$ cat src/rtl/i2c_pkg.sv
// Shared definitions for the I2C target register port.
// Contents:
//   state_t          - protocol FSM states
//   ACK_BIT/NAK_BIT  - SDA level of an acknowledge / not-acknowledge bit
//   DEV_ADDR_DEFAULT - default 7-bit target address
//   PTR_W_DEFAULT    - default register pointer width
package i2c_pkg;

  typedef enum logic [3:0] {
    ST_IDLE      = 4'd0,
    ST_ADDR      = 4'd1,
    ST_ADDR_ACK  = 4'd2,
    ST_SUB       = 4'd3,
    ST_SUB_ACK   = 4'd4,
    ST_WDATA     = 4'd5,
    ST_WDATA_ACK = 4'd6,
    ST_RDATA     = 4'd7,
    ST_RACK_WAIT = 4'd8,
    ST_IGNORE    = 4'd9
  } state_t;

  localparam logic       ACK_BIT          = 1'b0;
  localparam logic       NAK_BIT          = 1'b1;
  localparam logic [6:0] DEV_ADDR_DEFAULT = 7'h70;
  localparam int         PTR_W_DEFAULT    = 7;

endpackage

$ cat src/rtl/i2c_target_regs_if.sv
// Register-port bundle between the I2C target and the register file.
// Ports (master = I2C target side):
//   reg_addr - current register pointer
//   wr_en    - one-clock write strobe, wr_data valid alongside
//   wr_data  - write data
//   rd_en    - one-clock read request for reg_addr
//   rd_data  - register value, valid the clock after rd_en
interface i2c_target_regs_if #(
  parameter int PTR_W = 7
) ();

  logic [PTR_W-1:0] reg_addr;
  logic             wr_en;
  logic [7:0]       wr_data;
  logic             rd_en;
  logic [7:0]       rd_data;

  modport master (
    output reg_addr,
    output wr_en,
    output wr_data,
    output rd_en,
    input  rd_data
  );

  modport slave (
    input  reg_addr,
    input  wr_en,
    input  wr_data,
    input  rd_en,
    output rd_data
  );

endinterface

$ cat src/rtl/i2c_line_cond.sv
// Conditions the raw SCL/SDA pad inputs: two-flop synchronizer plus a
// history flop per line, and derives SCL edges, the sampled SDA level and
// START/STOP conditions.
// Ports:
//   clk, rst   - system clock, synchronous active-high reset
//   scl_in     - raw SCL (asynchronous)
//   sda_in     - raw SDA (asynchronous)
//   scl_rise   - one-clock pulse on a synchronized SCL rising edge
//   scl_fall   - one-clock pulse on a synchronized SCL falling edge
//   sda_level  - synchronized SDA level
//   start_det  - SDA fell while SCL high
//   stop_det   - SDA rose while SCL high
module i2c_line_cond (
  input  logic clk,
  input  logic rst,
  input  logic scl_in,
  input  logic sda_in,
  output logic scl_rise,
  output logic scl_fall,
  output logic sda_level,
  output logic start_det,
  output logic stop_det
);

  logic [1:0] scl_sync_r;
  logic [1:0] sda_sync_r;
  logic       scl_hist_r;
  logic       sda_hist_r;
  logic       sda_rise_s;
  logic       sda_fall_s;

  // Synchronizer and history flops; reset to the idle-bus level (high).
  always_ff @(posedge clk) begin
    if (rst) begin
      scl_sync_r <= 2'b11;
      sda_sync_r <= 2'b11;
      scl_hist_r <= 1'b1;
      sda_hist_r <= 1'b1;
    end else begin
      scl_sync_r <= {scl_sync_r[0], scl_in};
      sda_sync_r <= {sda_sync_r[0], sda_in};
      scl_hist_r <= scl_sync_r[1];
      sda_hist_r <= sda_sync_r[1];
    end
  end

  assign scl_rise   = scl_sync_r[1] & ~scl_hist_r;
  assign scl_fall   = ~scl_sync_r[1] & scl_hist_r;
  assign sda_rise_s = sda_sync_r[1] & ~sda_hist_r;
  assign sda_fall_s = ~sda_sync_r[1] & sda_hist_r;
  assign sda_level  = sda_sync_r[1];

  // Both lines pass through identical delays, so SDA changes made while SCL
  // is low can never be mistaken for START/STOP.
  assign start_det = sda_fall_s & scl_sync_r[1];
  assign stop_det  = sda_rise_s & scl_sync_r[1];

endmodule

$ cat src/rtl/i2c_target_regs.sv
// I2C target (slave) that turns address + sub-address + data bytes into a
// simple register port with an auto-incrementing pointer.
// Ports:
//   clk, rst  - system clock (>= 10x SCL), synchronous active-high reset
//   scl_in    - raw SCL from pad
//   sda_in    - raw SDA from pad
//   sda_out   - constant 0 (open-drain data)
//   sda_oe    - 1 pulls SDA low
//   busy      - high from START until STOP
//   regs      - register port (reg_addr, wr_en, wr_data, rd_en, rd_data)
module i2c_target_regs import i2c_pkg::*; #(
  parameter logic [6:0] DEV_ADDR = DEV_ADDR_DEFAULT,
  parameter int         PTR_W    = PTR_W_DEFAULT
) (
  input  logic              clk,
  input  logic              rst,
  input  logic              scl_in,
  input  logic              sda_in,
  output logic              sda_out,
  output logic              sda_oe,
  output logic              busy,
  i2c_target_regs_if.master regs
);

  localparam logic [PTR_W-1:0] PTR_ONE = {{(PTR_W-1){1'b0}}, 1'b1};

  logic             scl_rise_s;
  logic             scl_fall_s;
  logic             sda_level_s;
  logic             start_s;
  logic             stop_s;
  logic [7:0]       byte_in_s;

  state_t           state_r;
  logic [2:0]       bit_cnt_r;
  logic [7:0]       shift_r;
  logic [7:0]       tx_r;
  logic [PTR_W-1:0] ptr_r;
  logic             rw_r;
  logic             sda_oe_r;
  logic             busy_r;
  logic             wr_en_r;
  logic [7:0]       wr_data_r;
  logic             rd_en_r;
  logic             latch_pend_r;

  i2c_line_cond u_line_cond (
    .clk       (clk),
    .rst       (rst),
    .scl_in    (scl_in),
    .sda_in    (sda_in),
    .scl_rise  (scl_rise_s),
    .scl_fall  (scl_fall_s),
    .sda_level (sda_level_s),
    .start_det (start_s),
    .stop_det  (stop_s)
  );

  // Byte as it stands including the bit being sampled on this scl_rise.
  assign byte_in_s = {shift_r[6:0], sda_level_s};

  // Protocol FSM with register-port datapath.
  // In the *_ACK states sda_oe_r doubles as the phase flag: low means the
  // scl_fall that starts the ACK bit is still pending, high means the next
  // scl_fall ends it.
  always_ff @(posedge clk) begin
    if (rst) begin
      state_r      <= ST_IDLE;
      bit_cnt_r    <= 3'd0;
      shift_r      <= 8'h00;
      tx_r         <= 8'h00;
      ptr_r        <= {PTR_W{1'b0}};
      rw_r         <= 1'b0;
      sda_oe_r     <= 1'b0;
      busy_r       <= 1'b0;
      wr_en_r      <= 1'b0;
      wr_data_r    <= 8'h00;
      rd_en_r      <= 1'b0;
      latch_pend_r <= 1'b0;
    end else begin
      wr_en_r      <= 1'b0;
      rd_en_r      <= 1'b0;
      // rd_data is valid the clock after rd_en, so capture one clock later.
      latch_pend_r <= rd_en_r;
      if (latch_pend_r) begin
        tx_r <= regs.rd_data;
      end else begin
        tx_r <= tx_r;
      end
      // Write pointer advances the clock after the write strobe.
      if (wr_en_r) begin
        ptr_r <= ptr_r + PTR_ONE;
      end else begin
        ptr_r <= ptr_r;
      end

      if (stop_s) begin
        state_r  <= ST_IDLE;
        busy_r   <= 1'b0;
        sda_oe_r <= 1'b0;
      end else if (start_s) begin
        state_r   <= ST_ADDR;
        bit_cnt_r <= 3'd0;
        busy_r    <= 1'b1;
      end else begin
        case (state_r)
          ST_IDLE, ST_IGNORE: begin
            state_r <= state_r;
          end

          ST_ADDR: begin
            if (scl_rise_s) begin
              shift_r <= byte_in_s;
              if (bit_cnt_r == 3'd7) begin
                bit_cnt_r <= 3'd0;
                rw_r      <= sda_level_s;
                state_r   <= (shift_r[6:0] == DEV_ADDR) ? ST_ADDR_ACK : ST_IGNORE;
              end else begin
                bit_cnt_r <= bit_cnt_r + 3'd1;
              end
            end
          end

          ST_ADDR_ACK: begin
            if (scl_rise_s) begin
              rd_en_r <= rw_r;
            end else if (scl_fall_s) begin
              if (!sda_oe_r) begin
                sda_oe_r <= 1'b1;
              end else if (rw_r) begin
                state_r   <= ST_RDATA;
                bit_cnt_r <= 3'd0;
                sda_oe_r  <= ~tx_r[7];
              end else begin
                state_r   <= ST_SUB;
                bit_cnt_r <= 3'd0;
                sda_oe_r  <= 1'b0;
              end
            end
          end

          ST_SUB: begin
            if (scl_rise_s) begin
              shift_r <= byte_in_s;
              if (bit_cnt_r == 3'd7) begin
                bit_cnt_r <= 3'd0;
                ptr_r     <= byte_in_s[PTR_W-1:0];
                state_r   <= ST_SUB_ACK;
              end else begin
                bit_cnt_r <= bit_cnt_r + 3'd1;
              end
            end
          end

          ST_SUB_ACK, ST_WDATA_ACK: begin
            if (scl_rise_s) begin
              if (state_r == ST_WDATA_ACK) begin
                wr_en_r   <= 1'b1;
                wr_data_r <= shift_r;
              end else begin
                wr_en_r <= 1'b0;
              end
            end else if (scl_fall_s) begin
              if (!sda_oe_r) begin
                sda_oe_r <= 1'b1;
              end else begin
                sda_oe_r  <= 1'b0;
                bit_cnt_r <= 3'd0;
                state_r   <= ST_WDATA;
              end
            end
          end

          ST_WDATA: begin
            if (scl_rise_s) begin
              shift_r <= byte_in_s;
              if (bit_cnt_r == 3'd7) begin
                bit_cnt_r <= 3'd0;
                state_r   <= ST_WDATA_ACK;
              end else begin
                bit_cnt_r <= bit_cnt_r + 3'd1;
              end
            end
          end

          ST_RDATA: begin
            // The bit on the wire is tx_r[7]; each scl_fall moves to the next.
            if (scl_fall_s) begin
              if (bit_cnt_r == 3'd7) begin
                sda_oe_r  <= 1'b0;
                bit_cnt_r <= 3'd0;
                ptr_r     <= ptr_r + PTR_ONE;
                state_r   <= ST_RACK_WAIT;
              end else begin
                tx_r      <= {tx_r[6:0], 1'b0};
                sda_oe_r  <= ~tx_r[6];
                bit_cnt_r <= bit_cnt_r + 3'd1;
              end
            end
          end

          ST_RACK_WAIT: begin
            if (scl_rise_s) begin
              if (sda_level_s == ACK_BIT) begin
                rd_en_r <= 1'b1;
              end else begin
                state_r <= ST_IGNORE;
              end
            end else if (scl_fall_s) begin
              // Only reachable after an ACK: a NAK left this state already.
              state_r   <= ST_RDATA;
              bit_cnt_r <= 3'd0;
              sda_oe_r  <= ~tx_r[7];
            end
          end

          default: begin
            state_r  <= ST_IDLE;
            sda_oe_r <= 1'b0;
          end
        endcase
      end
    end
  end

  assign sda_out       = 1'b0;
  assign sda_oe        = sda_oe_r;
  assign busy          = busy_r;
  assign regs.reg_addr = ptr_r;
  assign regs.wr_en    = wr_en_r;
  assign regs.wr_data  = wr_data_r;
  assign regs.rd_en    = rd_en_r;

endmodule

$ cat src/flat_wrapper.sv
// flat-port wrapper written by rule: the top's interface ports become plain ports
module i2c_target_regs_flat import i2c_pkg::*;
#(
  parameter logic [6:0] DEV_ADDR = DEV_ADDR_DEFAULT,
  parameter int         PTR_W    = PTR_W_DEFAULT
)
  (clk, rst, scl_in, sda_in, sda_out, sda_oe, busy, regs_reg_addr, regs_wr_en, regs_wr_data, regs_rd_en, regs_rd_data);
  i2c_target_regs_if #(.PTR_W(PTR_W)) regs_i ();
  input  logic clk;
  input  logic rst;
  input  logic scl_in;
  input  logic sda_in;
  output logic sda_out;
  output logic sda_oe;
  output logic busy;
  output wire logic [$bits(regs_i.reg_addr)-1:0] regs_reg_addr;
  output wire logic [$bits(regs_i.wr_en)-1:0] regs_wr_en;
  output wire logic [$bits(regs_i.wr_data)-1:0] regs_wr_data;
  output wire logic [$bits(regs_i.rd_en)-1:0] regs_rd_en;
  input wire logic [$bits(regs_i.rd_data)-1:0] regs_rd_data;
  assign regs_reg_addr = regs_i.reg_addr;
  assign regs_wr_en = regs_i.wr_en;
  assign regs_wr_data = regs_i.wr_data;
  assign regs_rd_en = regs_i.rd_en;
  assign regs_i.rd_data = regs_rd_data;
  i2c_target_regs #(.DEV_ADDR(DEV_ADDR), .PTR_W(PTR_W)) u_core (.clk(clk), .rst(rst), .scl_in(scl_in), .sda_in(sda_in), .sda_out(sda_out), .sda_oe(sda_oe), .busy(busy), .regs(regs_i));
endmodule
$ cat config.mk
export PLATFORM = sky130hd
export DESIGN_NAME = i2c_target_regs_flat
export DESIGN_NICKNAME = d
export VERILOG_FILES = /design/src/rtl/i2c_pkg.sv /design/src/rtl/i2c_target_regs_if.sv /design/src/rtl/i2c_line_cond.sv /design/src/rtl/i2c_target_regs.sv /design/src/flat_wrapper.sv
export SDC_FILE = /design/constraint.sdc
export NUM_CORES = 1
export LEC_CHECK = 0
export ABC_AREA = 1
export ABC_CLOCK_PERIOD_IN_PS = 1900
export CAP_MARGIN = 20
export CORE_MARGIN = 5
export CORE_UTILIZATION = 50
export CTS_CLUSTER_DIAMETER = 100
export DETAILED_ROUTE_END_ITERATION = 8
export PLACE_DENSITY = 0.81
export SLEW_MARGIN = 0
export SYNTH_ARGS = -nofsm -noshare
export SYNTH_HDL_FRONTEND = slang
export SYNTH_SLANG_ARGS = --single-unit
$ cat constraint.sdc
create_clock -name clk -period 1.9 [get_ports clk]
set_input_delay 0.38 -clock clk [delete_from_list [all_inputs] [get_ports clk]]
set_output_delay 0.38 -clock clk [all_outputs]
set_load 0.005 [all_outputs]
==> reports/metrics.cfg <==
[status]
status=complete, no violations

[placement]
io_buffers=30
place.gp.congestion=0.931
post-dp-hpwl_um=5300
dp_slack_ns=0.0869

[setup_path]
r2r_setup_slack_ns=0.19
cp.arrival_ns=1.40
worstPathCellList=clkdlybuf4s50_1
required_ns=1.52
r2r-start=u_core.bit_cnt_r[0]$_SDFFE_PP0P_
cp_top_family=buffers and inverters
end_kind=primary output
max_stage_delay_ns=0.57
critPathKind=reg2out
path_max_fanout=7
worstRegToRegCells=10
crit_slowest_cell=clkdlybuf4s50_1
r2r-end=u_core.state_r[1]$_SDFFE_PP0P_
crit_path_start_kind=flip-flop
worst-path-buf-inv=1

[min_path]
hold_path_depth=1
min-delay-start=u_core.u_line_cond.scl_sync_r[0]$_SDFF_PP1_
hp-class=reg2reg
holdPathEnd=u_core.u_line_cond.scl_sync_r[1]$_SDFF_PP1_

[global_route]
grt_max_degree=30
track_usage=0.196
use_met1=0.254
grt-ovfl-total=0
use_met2=0.339
grtUsageMet3=0.0298
busiest_layer=met2
grt_pass1_wl_um=12000
grt_antenna_before_repair=0
grt_pass1_vias=2697

[cells_and_area]
drive_above_1_share=0.137
nets=484
antenna-diode-count=0
fillers=535
area_growth_pct=19.3

[logic_synthesis]
synth_area_leader_cell=dfxtp_1
synth_flop_cell=dfxtp_1
yosysWarnings=0
yosysUniqueCellTypes=40
yosysMostFrequentCell=nand2_1
synth-edff-count=0
ys_seq_area_frac=0.351
synth.cell_area_mm2=0.00286
synth_commonest_cells=96 x nand2_1, 54 x o21ai_0, 50 x dfxtp_1, 49 x inv_1, 49 x nor2_1
syn_area_per_cell_um2=6.69
syn_nets=444
ys_ff_latch=50
synth_area_leaders=dfxtp_1 35%, nand2_1 13%, o21ai_0 9.5%
synth_cells=427
async_reset_ff_frac=0
yosysTopAreaCellShare=0.351

[clock_tree]
clockBufferDepth=2
clk_pin_slew_ns=0.10
htree_num_levels=2
clkLatencyLatePin_ns=0.32
cts_root_buf=clkbuf_8
tritoncts=done
ctsHoldBuffers=0
clock_sinks=50
cts-buffers-inserted=5

[detailed_routing]
ant_nets=0
drc_errors=0
drt_wl_total_um=6900
wl_per_cell_um=12.8
via_per_inst=5.31
firstDrtPassIters=5
drtIter0Drc=234
dr_total_vias=2868

[floorplan]
start_util=0.515
io_pins=32
die_area_mm2=0.00732
chipWidth_um=85.6
rows=27
core_mm2=0.00554
die_y_um=85.6

[run]
maxCapViolCount=0

[power_and_ir_drop]
seq_power_share=0.399
p_sw_frac=0.392
irDropWorstVdd_v=0.000562
pwr-share-clk=0.236
p_per_area_mw_per_mm2=852
power.switching_mw=1.14
combPwrFrac=0.365
p_leak_nw=1.54
cellInternalPower_mw=1.77

[sta]
finClkSkew_ns=0.0130
setup-tns-final_ns=0
fmax_ghz=0.561
period_minus_slack_ns=1.78
setup_viol=0
period_share=0.938
final_max_slew_viol_count=0
hold_viol_final=0
rsz0062_at_grt=false
fin_ws_ns=0.118

==> metrics by stage <==
step	area [µm²]	util	total power, mW	std cells	hold WS, ns
2_1_floorplan	2860	-	1.96	427	0.389
3_5_place_dp	3290	0.594	2.21	531	0.397
6_report	3410	0.615	2.90	540	0.416
5_1_grt	3410	0.615	3.11	540	0.436
4_1_cts	3390	0.612	2.88	539	0.420
3_3_place_gp	3290	0.594	2.19	531	0.393
==> logic make-up after synthesis <==
kind of cell	share of synthesized area
adder cells (fa/ha/maj)	0.0219
flip-flops	0.351
XOR/XNOR	0.00920
AO/OA/AOI/OAI	0.201
AND/OR/NAND/NOR	0.316
other	0.00131
buffers and inverters	0.0995
==> placed cells by master, fill, tap and decap left out, drive strengths merged <==
cell           instances
nor4                   1
clkbuf                 5
a22oi                  1
buf                   16
a211oi                 2
a21oi                 36
conb                   1
dfxtp                 50
nand3                 25
o31ai                  1
ha                     5
o32ai                  1
xor2                   2
a22o                   2
nand4                  5
nand2                101
nor3b                  1
inv                   54
clkinv                 3
o211ai                 1
o21ai                 59
nor2                  53
or2                    6
xnor2                  1
clkdlybuf4s50         30
o311ai                 1
nor3                   5
==> power groups by stage <==
stage | Sequential, mW | Combinational (mW) | Clock (mW)
5_1_grt | 1.17 | 1.20 | 0.737
4_1_cts | 1.16 | 1.03 | 0.692
2_1_floorplan | 1.16 | 0.803 | 0
3_3_place_gp | 1.18 | 1.01 | 0
6_report | 1.16 | 1.06 | 0.684
3_5_place_dp | 1.18 | 1.03 | 0
==> what timing repair did <==
| item | 4_1_cts | 5_1_grt |
|---|---|---|
| gates resized for setup | 0 | 8 |
| endpoints found under the setup margin | 0 | 8 |
| setup buffers | 0 | 1 |
==> cell type report <==
cell class,count,area (µm²),share of cell area
timing repair buffer,46,433,0.127
multi-input combinational,310,1580,0.463
tap,72,90.1,0.0264
inverter,54,205,0.0602
clock buffer,5,68.8,0.0202
sequential,50,1000,0.295
clock inverter,3,28.8,0.00845
==> layer usage <==
| layer | vias up | share of wire |
|---|---|---|
| met2 | 84 | 0.48 |
| li1 | 1462 | - |
| met5 | - | 0 |
| met1 | 1310 | 0.46 |
| met4 | 0 | 0.013 |
| met3 | 12 | 0.047 |
==> worst max-delay path by stage <==
stage                                                startpoint                                  to  slack (ns)  depth (start not counted)
global route                     u_core.state_r[3]$_SDFFE_PP0P_      u_core.shift_r[6]$_SDFFE_PP0P_       0.004                          7
detailed placement  u_core.u_line_cond.scl_sync_r[1]$_SDFF_PP1_      u_core.state_r[1]$_SDFFE_PP0P_        0.09                          9
global placement             u_core.regs.reg_addr[0]$_SDFF_PP0_  u_core.regs.reg_addr[4]$_SDFF_PP0_        0.19                         10
finish                             u_core.regs.wr_en$_SDFF_PP0_                          regs_wr_en        0.12                          1
CTS                 u_core.u_line_cond.scl_sync_r[1]$_SDFF_PP1_      u_core.state_r[1]$_SDFFE_PP0P_        0.08                          9
floorplan                      u_core.bit_cnt_r[0]$_SDFFE_PP0P_  u_core.regs.reg_addr[1]$_SDFF_PP0_        0.19                          8
==> registers in the layout (all words and copies together) (netlist names), 2 cells and up <==
| signal | cells |
|---|---|
| u_core.state_r | 4 |
| u_core.u_line_cond.scl_sync_r | 2 |
| u_core.regs.wr_data | 8 |
| u_core.bit_cnt_r | 3 |
| u_core.shift_r | 8 |
| u_core.u_line_cond.sda_sync_r | 2 |
| u_core.tx_r | 8 |
| u_core.regs.reg_addr | 7 |
Note: power is estimated with default switching activity, not from simulation.
